[config.mk]
export PLATFORM = sky130hd
export DESIGN_NAME = fetch_unit
export DESIGN_NICKNAME = d
export VERILOG_FILES = /design/src/rtl/fetch_pkg.sv /design/src/rtl/fetch_pc_reg.sv /design/src/rtl/fetch_unit.sv
export SDC_FILE = /design/constraint.sdc
export NUM_CORES = 1
export LEC_CHECK = 0
export BUFFER_PORTS_ARGS = -buffer_cell sky130_fd_sc_hd__buf_2
export CAP_MARGIN = 20
export CORE_MARGIN = 3
export CORE_UTILIZATION = 50
export DETAILED_ROUTE_END_ITERATION = 12
export HOLD_SLACK_MARGIN = 0.02
export PLACE_DENSITY = 0.84
export REMOVE_ABC_BUFFERS = 1
export SYNTH_ARGS = -nofsm -noshare
export SYNTH_HDL_FRONTEND = slang
export SYNTH_SLANG_ARGS = --single-unit
[constraint.sdc]
create_clock -name i_clk -period 1.9 [get_ports i_clk]
set_input_delay 0.095 -clock i_clk [delete_from_list [all_inputs] [get_ports i_clk]]
set_output_delay 0.095 -clock i_clk [all_outputs]
set_load 0.1 [all_outputs]
[src/rtl/fetch_pkg.sv]
// rtl/fetch_pkg.sv - shared types and constants for the fetch stage
package fetch_pkg;
  localparam int C_DATA_WIDTH = 32;
  localparam int C_ADDR_WIDTH = 11;
  localparam int C_PC_STEP = 4;
  localparam logic [C_DATA_WIDTH-1:0] C_NOP = 32'h0000_0013;

  typedef struct packed {
    logic [C_DATA_WIDTH-1:0] instr;
    logic [C_ADDR_WIDTH-1:0] pc;
    logic [C_ADDR_WIDTH-1:0] pc_plus4;
  } if_id_t;
endpackage

[src/rtl/fetch_pc_reg.sv]
// rtl/fetch_pc_reg.sv - PC register, next-PC select and redirect alignment
// FETCH_MISALIGN_CHECK_EN keeps raw misaligned targets and raises o_misaligned.
module fetch_pc_reg #(
  parameter int P_ADDR_WIDTH = 11,
  parameter logic [P_ADDR_WIDTH-1:0] P_RESET_PC = '0
) (
  input  logic                    i_clk,
  input  logic                    i_rst_n,
  input  logic                    i_advance,
  input  logic                    i_redirect,
  input  logic [P_ADDR_WIDTH-1:0] i_redirect_pc,
  output logic [P_ADDR_WIDTH-1:0] o_pc,
  output logic                    o_misaligned
);
  import fetch_pkg::*;

  logic [P_ADDR_WIDTH-1:0] pc;
  logic [P_ADDR_WIDTH-1:0] target;

`ifdef FETCH_MISALIGN_CHECK_EN
  logic misaligned;

  assign target = i_redirect_pc;

  // Only a redirect can change the flag, so a fault sticks until software retargets.
  always_ff @(posedge i_clk or negedge i_rst_n) begin
    if (!i_rst_n) begin
      misaligned <= 1'b0;
    end else if (i_redirect) begin
      misaligned <= (i_redirect_pc[1:0] != 2'b00);
    end
  end

  assign o_misaligned = misaligned;
`else
  assign target = i_redirect_pc & {{(P_ADDR_WIDTH-2){1'b1}}, 2'b00};
  assign o_misaligned = 1'b0;
`endif

  always_ff @(posedge i_clk or negedge i_rst_n) begin
    if (!i_rst_n) begin
      pc <= P_RESET_PC;
    end else if (i_redirect) begin
      pc <= target;
    end else if (i_advance) begin
      pc <= pc + P_ADDR_WIDTH'(C_PC_STEP);
    end
  end

  assign o_pc = pc;
endmodule

[src/rtl/fetch_unit.sv]
// rtl/fetch_unit.sv - fetch stage: PC, ROM address, IF/ID register and fetch counter
// Optional FETCH_MISALIGN_CHECK_EN enables the misaligned-redirect fault.
module fetch_unit #(
  parameter int P_DATA_WIDTH = 32,
  parameter int P_ADDR_WIDTH = 11,
  parameter logic [P_ADDR_WIDTH-1:0] P_RESET_PC = '0,
  parameter int P_CNT_WIDTH = 32
) (
  input  logic                    i_clk,
  input  logic                    i_rst_n,
  output logic [P_ADDR_WIDTH-1:0] o_pc,
  input  logic [P_DATA_WIDTH-1:0] i_instr,
  input  logic                    i_stall,
  input  logic                    i_redirect,
  input  logic [P_ADDR_WIDTH-1:0] i_redirect_pc,
  output logic                    o_if_valid,
  input  logic                    i_if_ready,
  output logic [P_DATA_WIDTH-1:0] o_if_instr,
  output logic [P_ADDR_WIDTH-1:0] o_if_pc,
  output logic [P_ADDR_WIDTH-1:0] o_if_pc_plus4,
  output logic                    o_misaligned,
  output logic [P_CNT_WIDTH-1:0]  o_fetch_count
);
  import fetch_pkg::*;

  logic                    advance;
  logic [P_ADDR_WIDTH-1:0] pc;
  logic                    misaligned;

  // A pending misaligned fault blocks fetch so no garbage word reaches decode.
  assign advance = !i_stall && (!o_if_valid || i_if_ready) && !misaligned;

  fetch_pc_reg #(
    .P_ADDR_WIDTH (P_ADDR_WIDTH),
    .P_RESET_PC   (P_RESET_PC)
  ) u_pc_reg (
    .i_clk         (i_clk),
    .i_rst_n       (i_rst_n),
    .i_advance     (advance),
    .i_redirect    (i_redirect),
    .i_redirect_pc (i_redirect_pc),
    .o_pc          (pc),
    .o_misaligned  (misaligned)
  );

  assign o_pc = pc;
  assign o_misaligned = misaligned;

  always_ff @(posedge i_clk or negedge i_rst_n) begin
    if (!i_rst_n) begin
      o_if_valid    <= 1'b0;
      o_if_instr    <= '0;
      o_if_pc       <= '0;
      o_if_pc_plus4 <= '0;
      o_fetch_count <= '0;
    end else if (i_redirect) begin
      o_if_valid <= 1'b0;
    end else if (advance) begin
      o_if_valid    <= 1'b1;
      o_if_instr    <= i_instr;
      o_if_pc       <= pc;
      o_if_pc_plus4 <= pc + P_ADDR_WIDTH'(C_PC_STEP);
      o_fetch_count <= o_fetch_count + P_CNT_WIDTH'(1);
    end
  end
endmodule

* Yosys cells after proc, flatten, opt, wreduce, memory -nomap -nowiden
Cells that the tools add are included.
** Storage, ports and cells
- Output and inout port bits :: 99
- Register bits :: 98
- Latch bits :: 0
- Logic and storage cells :: 19
- RAM bits :: 0
- Memories kept :: 0
- Input bits :: 48
- ROM bits :: 0
** Operators by class
- Bitwise gates (word level) :: 1
- Multiplexer cells :: 4
- Equal/unequal tests :: 0
- Add/sub/neg operators :: 2
- Multipliers :: 0
- Magnitude comparators :: 0
- Reduce and logical (&&, ||, !) cells :: 6
- Shift-type cells :: 0
- Divide/modulo/power cells :: 0
** Operator list (count)
- 32-bit by 1-bit adder with 32-bit output, second input constant :: 1
- 11-bit two-way mux :: 2
- 11-bit by 3-bit adder with 11-bit output, second input constant :: 1
- 1-bit logical NOT :: 2
- 1-bit two-way mux :: 2
- 2-bit AND reduction :: 1
- 2-bit nonzero test :: 1
- 1-bit logical AND :: 1
- 1-bit logical OR :: 1
- 1-bit inverter :: 1

* Depth between registers and ports, before layout
- Word-level depth :: 5
- Depth in mapped cells :: 6
- Gate-level depth less buffers :: 5

* Cells and area by module
From an unflattened synthesis, not the netlist that was laid out.
** Unflattened totals
- Cell total of the unflattened synthesis :: 414
- Area total of the unflattened synthesis :: 4080.2 µm²
** By module, submodules not included
- fetch_unit :: cells an instance 356, times used 1, area an instance 3573.4 µm², seq. area each 2127.0 µm²
- fetch_pc_reg :: cells an instance 58, times used 1, area an instance 506.7 µm², seq. area each 225.2 µm²

* Worst setup path before layout
Ideal clock, no wire load.
- Kind :: flip-flop to flip-flop
- From :: register u_pc_reg.pc[2], in the netlist u_pc_reg.o_pc[2]
- To :: register u_pc_reg.pc[10], in the netlist u_pc_reg.o_pc[10]
- Data arrival time :: 2.059 ns
- Clock period less this slack :: 2.189 ns
- Library setup time :: 0.130 ns
- Cell stages (with the launch flop) :: 6
- Path buffers :: 0
- Slack :: -0.289 ns
- Required time :: 1.770 ns
- Cell sequence :: dfrtp_1 ha_1 nand3_1 nor4_1 xnor2_1 o21ai_1
** Between the ends
- Longest elaborated chain between the ends :: 3
** Ends and longest elaborated chain
- from (decl) :: RTL line fetch_pc_reg.sv:17 : logic [P_ADDR_WIDTH-1:0] pc;
- from (signal assigned) :: RTL line fetch_pc_reg.sv:44 : pc <= target;
- from (signal assigned) :: RTL line fetch_pc_reg.sv:46 : pc <= pc + P_ADDR_WIDTH'(C_PC_STEP);
- 11-bit by 3-bit adder with 11-bit output :: RTL line fetch_pc_reg.sv:46
- 11-bit two-way mux :: RTL line fetch_pc_reg.sv:45 : end else if (i_advance) begin
- 11-bit two-way mux :: RTL line fetch_pc_reg.sv:43 : end else if (i_redirect) begin
No other way between the ends. The select of a mux whose other input is x is not followed.
A chain may end at the register's enable or synchronous reset.

* Final worst setup path
- From :: register o_fetch_count[2]
- To :: register o_fetch_count[19]
** Between the ends
- Longest elaborated chain between the ends :: 1
** Ends and longest elaborated chain
- from (decl) :: RTL line fetch_unit.sv:22 : output logic [P_CNT_WIDTH-1:0] o_fetch_count
- from (signal assigned) :: RTL line fetch_unit.sv:63 : o_fetch_count <= o_fetch_count + P_CNT_WIDTH'(1);
- 32-bit by 1-bit adder with 32-bit output :: RTL line fetch_unit.sv:63
No other way between the ends.

==> flow_metrics.env <==
export IMPL_clk_insertion_delay_late_ns=0.36
export IMPL_finalClockSkew_ns=0.01219
export IMPL_hold_class="input port to register"
export IMPL_initial_core_util=0.5246
export IMPL_path_max_fanout=14
export IMPL_crit_slowest_cell="dfrtp_1"
export IMPL_setup_viol=0
export IMPL_hold_viol_final=0
export IMPL_chipHeight_um=96.74
export IMPL_synth_area_per_cell_sq_um=12.32
export IMPL_seqPwrFrac=0.358
export IMPL_cts_resized=0
export IMPL_place_inst=563
export IMPL_hpwl_mm=6.842
export IMPL_grt_pass1_vias=3354
export IMPL_synth_distinct_cells=35
export IMPL_internal_power_uw=3410
export IMPL_row_count=32
export IMPL_stdcell_count=621
export IMPL_drc=0
export IMPL_required_ns=2.18
export IMPL_p_comb_frac=0.451
export IMPL_ff2ff_setup_slack_ns=0.19
export IMPL_async_flop_share=1.000
export IMPL_firstDrtPassIters=4
export IMPL_clk_pin_slew_ns=0.09
export IMPL_cp_start_kind="register"
export IMPL_worst_slack_ns=0.1901
export IMPL_synth_common_cells="dfrtp_1 (92), mux2_2 (42), nand2_1 (30), xnor2_1 (28), xor2_1 (18)"
export IMPL_pre_cts_slack_ns=0.2043
export IMPL_die_area_sq_um=9358
export IMPL_antenna_found_initial=0
export IMPL_period_needed_ns=1.710
export IMPL_cts_sinks=92
export IMPL_ys_seq_elements=92
export IMPL_nFillCells=573
export IMPL_peakVddDrop_v=0.0009034
export IMPL_p_sw_uw=3455
export IMPL_io_pins=147
export IMPL_tightest_slew_ns=0.6474
export IMPL_slew_viol_final=0
export IMPL_clockPowerShare=0.191
export IMPL_path_delay_family="simple AND/OR/NAND/NOR gates"
export IMPL_synthCells=334
export IMPL_setup_tns_final_ns=0
export IMPL_critPathCaptureType="register"
export IMPL_switching_share=0.5032
export IMPL_maxSlewHeadroom=0.5684
export IMPL_path_buf_inv=0
export IMPL_overflow=0
export IMPL_htree_levels=3
export IMPL_nets=564
export IMPL_final_antenna_net_count=0
export IMPL_numCtsBuffers=9
export IMPL_yosysMostFrequentCell="dfrtp_1"
export IMPL_wl_mm=10.06
export IMPL_synthTopCellsByArea="dfrtp_1 (56%), mux2_2 (11%), xnor2_1 (6.0%), xor2_1 (3.8%), nand2_1 (2.7%)"
export IMPL_drive_above_1_share=0.4181
export IMPL_synth_top_area_frac=0.5593
export IMPL_p_leak_uw=0.002751
export IMPL_viasPerCell=5.137
export IMPL_worstSetupPathType="register to register"
export IMPL_synth_area_sq_um=4116
export IMPL_fin_crit_sh=0.9000
export IMPL_drv_cap=0
export IMPL_fmaxAchievable_mhz=584.8
export IMPL_cp_data_arrival_time_ns=1.99
export IMPL_dr_first_iter_drc_count=100
export IMPL_synth_flop_cell="dfrtp_1"
export IMPL_die_x_um=96.74
export IMPL_gp_congestion=0.8564
export IMPL_yosys_area_top_type="dfrtp_1"
export IMPL_io_buffers=137
export IMPL_cts_tree="yes"
export IMPL_status="finished clean"
export IMPL_holdWs_ns=0.09115
export IMPL_synth_edff_count=0
export IMPL_slowest_delay_ns=0.44
export IMPL_area_growth_pct=33.80
export IMPL_grt_max_degree=53
export IMPL_rsz0062_at_grt="false"
export IMPL_clockRootBuffer="clkbuf_8"
export IMPL_wl_per_cell_um=16.20
export IMPL_clk_path_buf_depth=2
export IMPL_p_per_area_nw_per_um2=1246
export IMPL_path_cells="and4_4 > nand4_4 > nor4_1 > xor2_1"
export IMPL_antenna_diode_count=0
export IMPL_fin_util=0.7018
export IMPL_core_sq_um=7848
export IMPL_grt_usage=0.2190
export IMPL_yosysWarnings=0
export IMPL_via_count=3190
export IMPL_seq_area_frac_synth=0.5593
export IMPL_grt_pass1_wl_mm=16.65
layer usage:
metal / global-route usage / up-vias / part of all wire
met2: 0.3875 / 112 / 0.52
li1: - / 1501 / -
met4: 0.07019 / 0 / 0.019
met1: 0.2620 / 1562 / 0.41
met5: 0 / - / 0
met3: 0.05335 / 15 / 0.050
final cells by class:
class                   instances  area [sq um]  area share
repair buffers                187          1181      0.2144
inverters                       3         11.26    0.002045
clock inverters                 6         63.81     0.01159
multi-input cells             221          1684      0.3058
well taps                     102         127.6     0.02317
clock buffers                  10         137.6     0.02499
flip-flops and latches         92          2302      0.4180
per-stage QoR:
step                      power, uW  area [sq um]
after floorplan                4950          3995
after global placement         5458          4886
after detailed placement       5524          4886
after CTS                      6907          5508
after global routing           7124          5508
final                          6865          5508
timing repair:
action                                  CTS  global route
endpoints found under the setup margin    0             0
buffers inserted                          0             0
endpoints found under the hold margin    89             0
hold buffers                             42             0
path summary, 6_finish.rpt:
path                                      to  depth (start not counted)         startpoint
max                        o_fetch_count[19]                          4   o_fetch_count[2]
min                               o_if_valid                          2            i_stall
max reg2reg                o_fetch_count[19]                          4   o_fetch_count[2]
min reg2reg                o_fetch_count[31]                          1  o_fetch_count[31]
max in group asynchronous   u_pc_reg.o_pc[8]                          3            i_rst_n
min in group asynchronous     o_if_instr[16]                          2            i_rst_n
registers in the layout, summed over array words and instances, names as in the netlist:
name,count
o_fetch_count,32
o_if_instr,32
o_if_pc,9
o_if_pc_plus4,9
o_if_valid,1
u_pc_reg.o_pc,9
power groups by stage:
| stage | Clock [uW] | Combinational (uW) | Sequential [uW] |
|---|---|---|---|
| 2_1_floorplan | 0 | 433 | 4520 |
| 3_5_place_dp | 0 | 3040 | 2490 |
| 6_report | 1310 | 3090 | 2460 |
| 3_3_place_gp | 0 | 3000 | 2450 |
| 4_1_cts | 1350 | 3110 | 2450 |
| 5_1_grt | 1430 | 3190 | 2500 |
layout by cell type, fill, tap and decap left out, types with 8 or more instances in the layout:
cell,netlist,routed
buf_2,6,136
nand4_1,11,11
xnor2_1,28,28
dfrtp_1,92,92
mux2_2,42,42
nand3_1,12,12
nand2_1,30,29
dlygate4sd3_1,0,42
o21ai_0,15,15
clkbuf_8,0,10
nor2_1,8,8
buf_4,10,8
xor2_1,18,18
nor4_1,9,9
cell families (layout without fill, tap and decap cells):
group	after synthesis	count (layout)	share of synthesized area
and+or+nand+nor	104	104	0.1578
xor gates and xnor gates	46	46	0.09787
adders and majority gates	2	2	0.006078
other	1	7	0.0009110
buffers and inverters	27	206	0.03769
muxes	43	43	0.1173
DFF	92	92	0.5593
AOI/OAI and AO/OA	19	19	0.02310
Note: power is estimated with default switching activity, not from simulation.
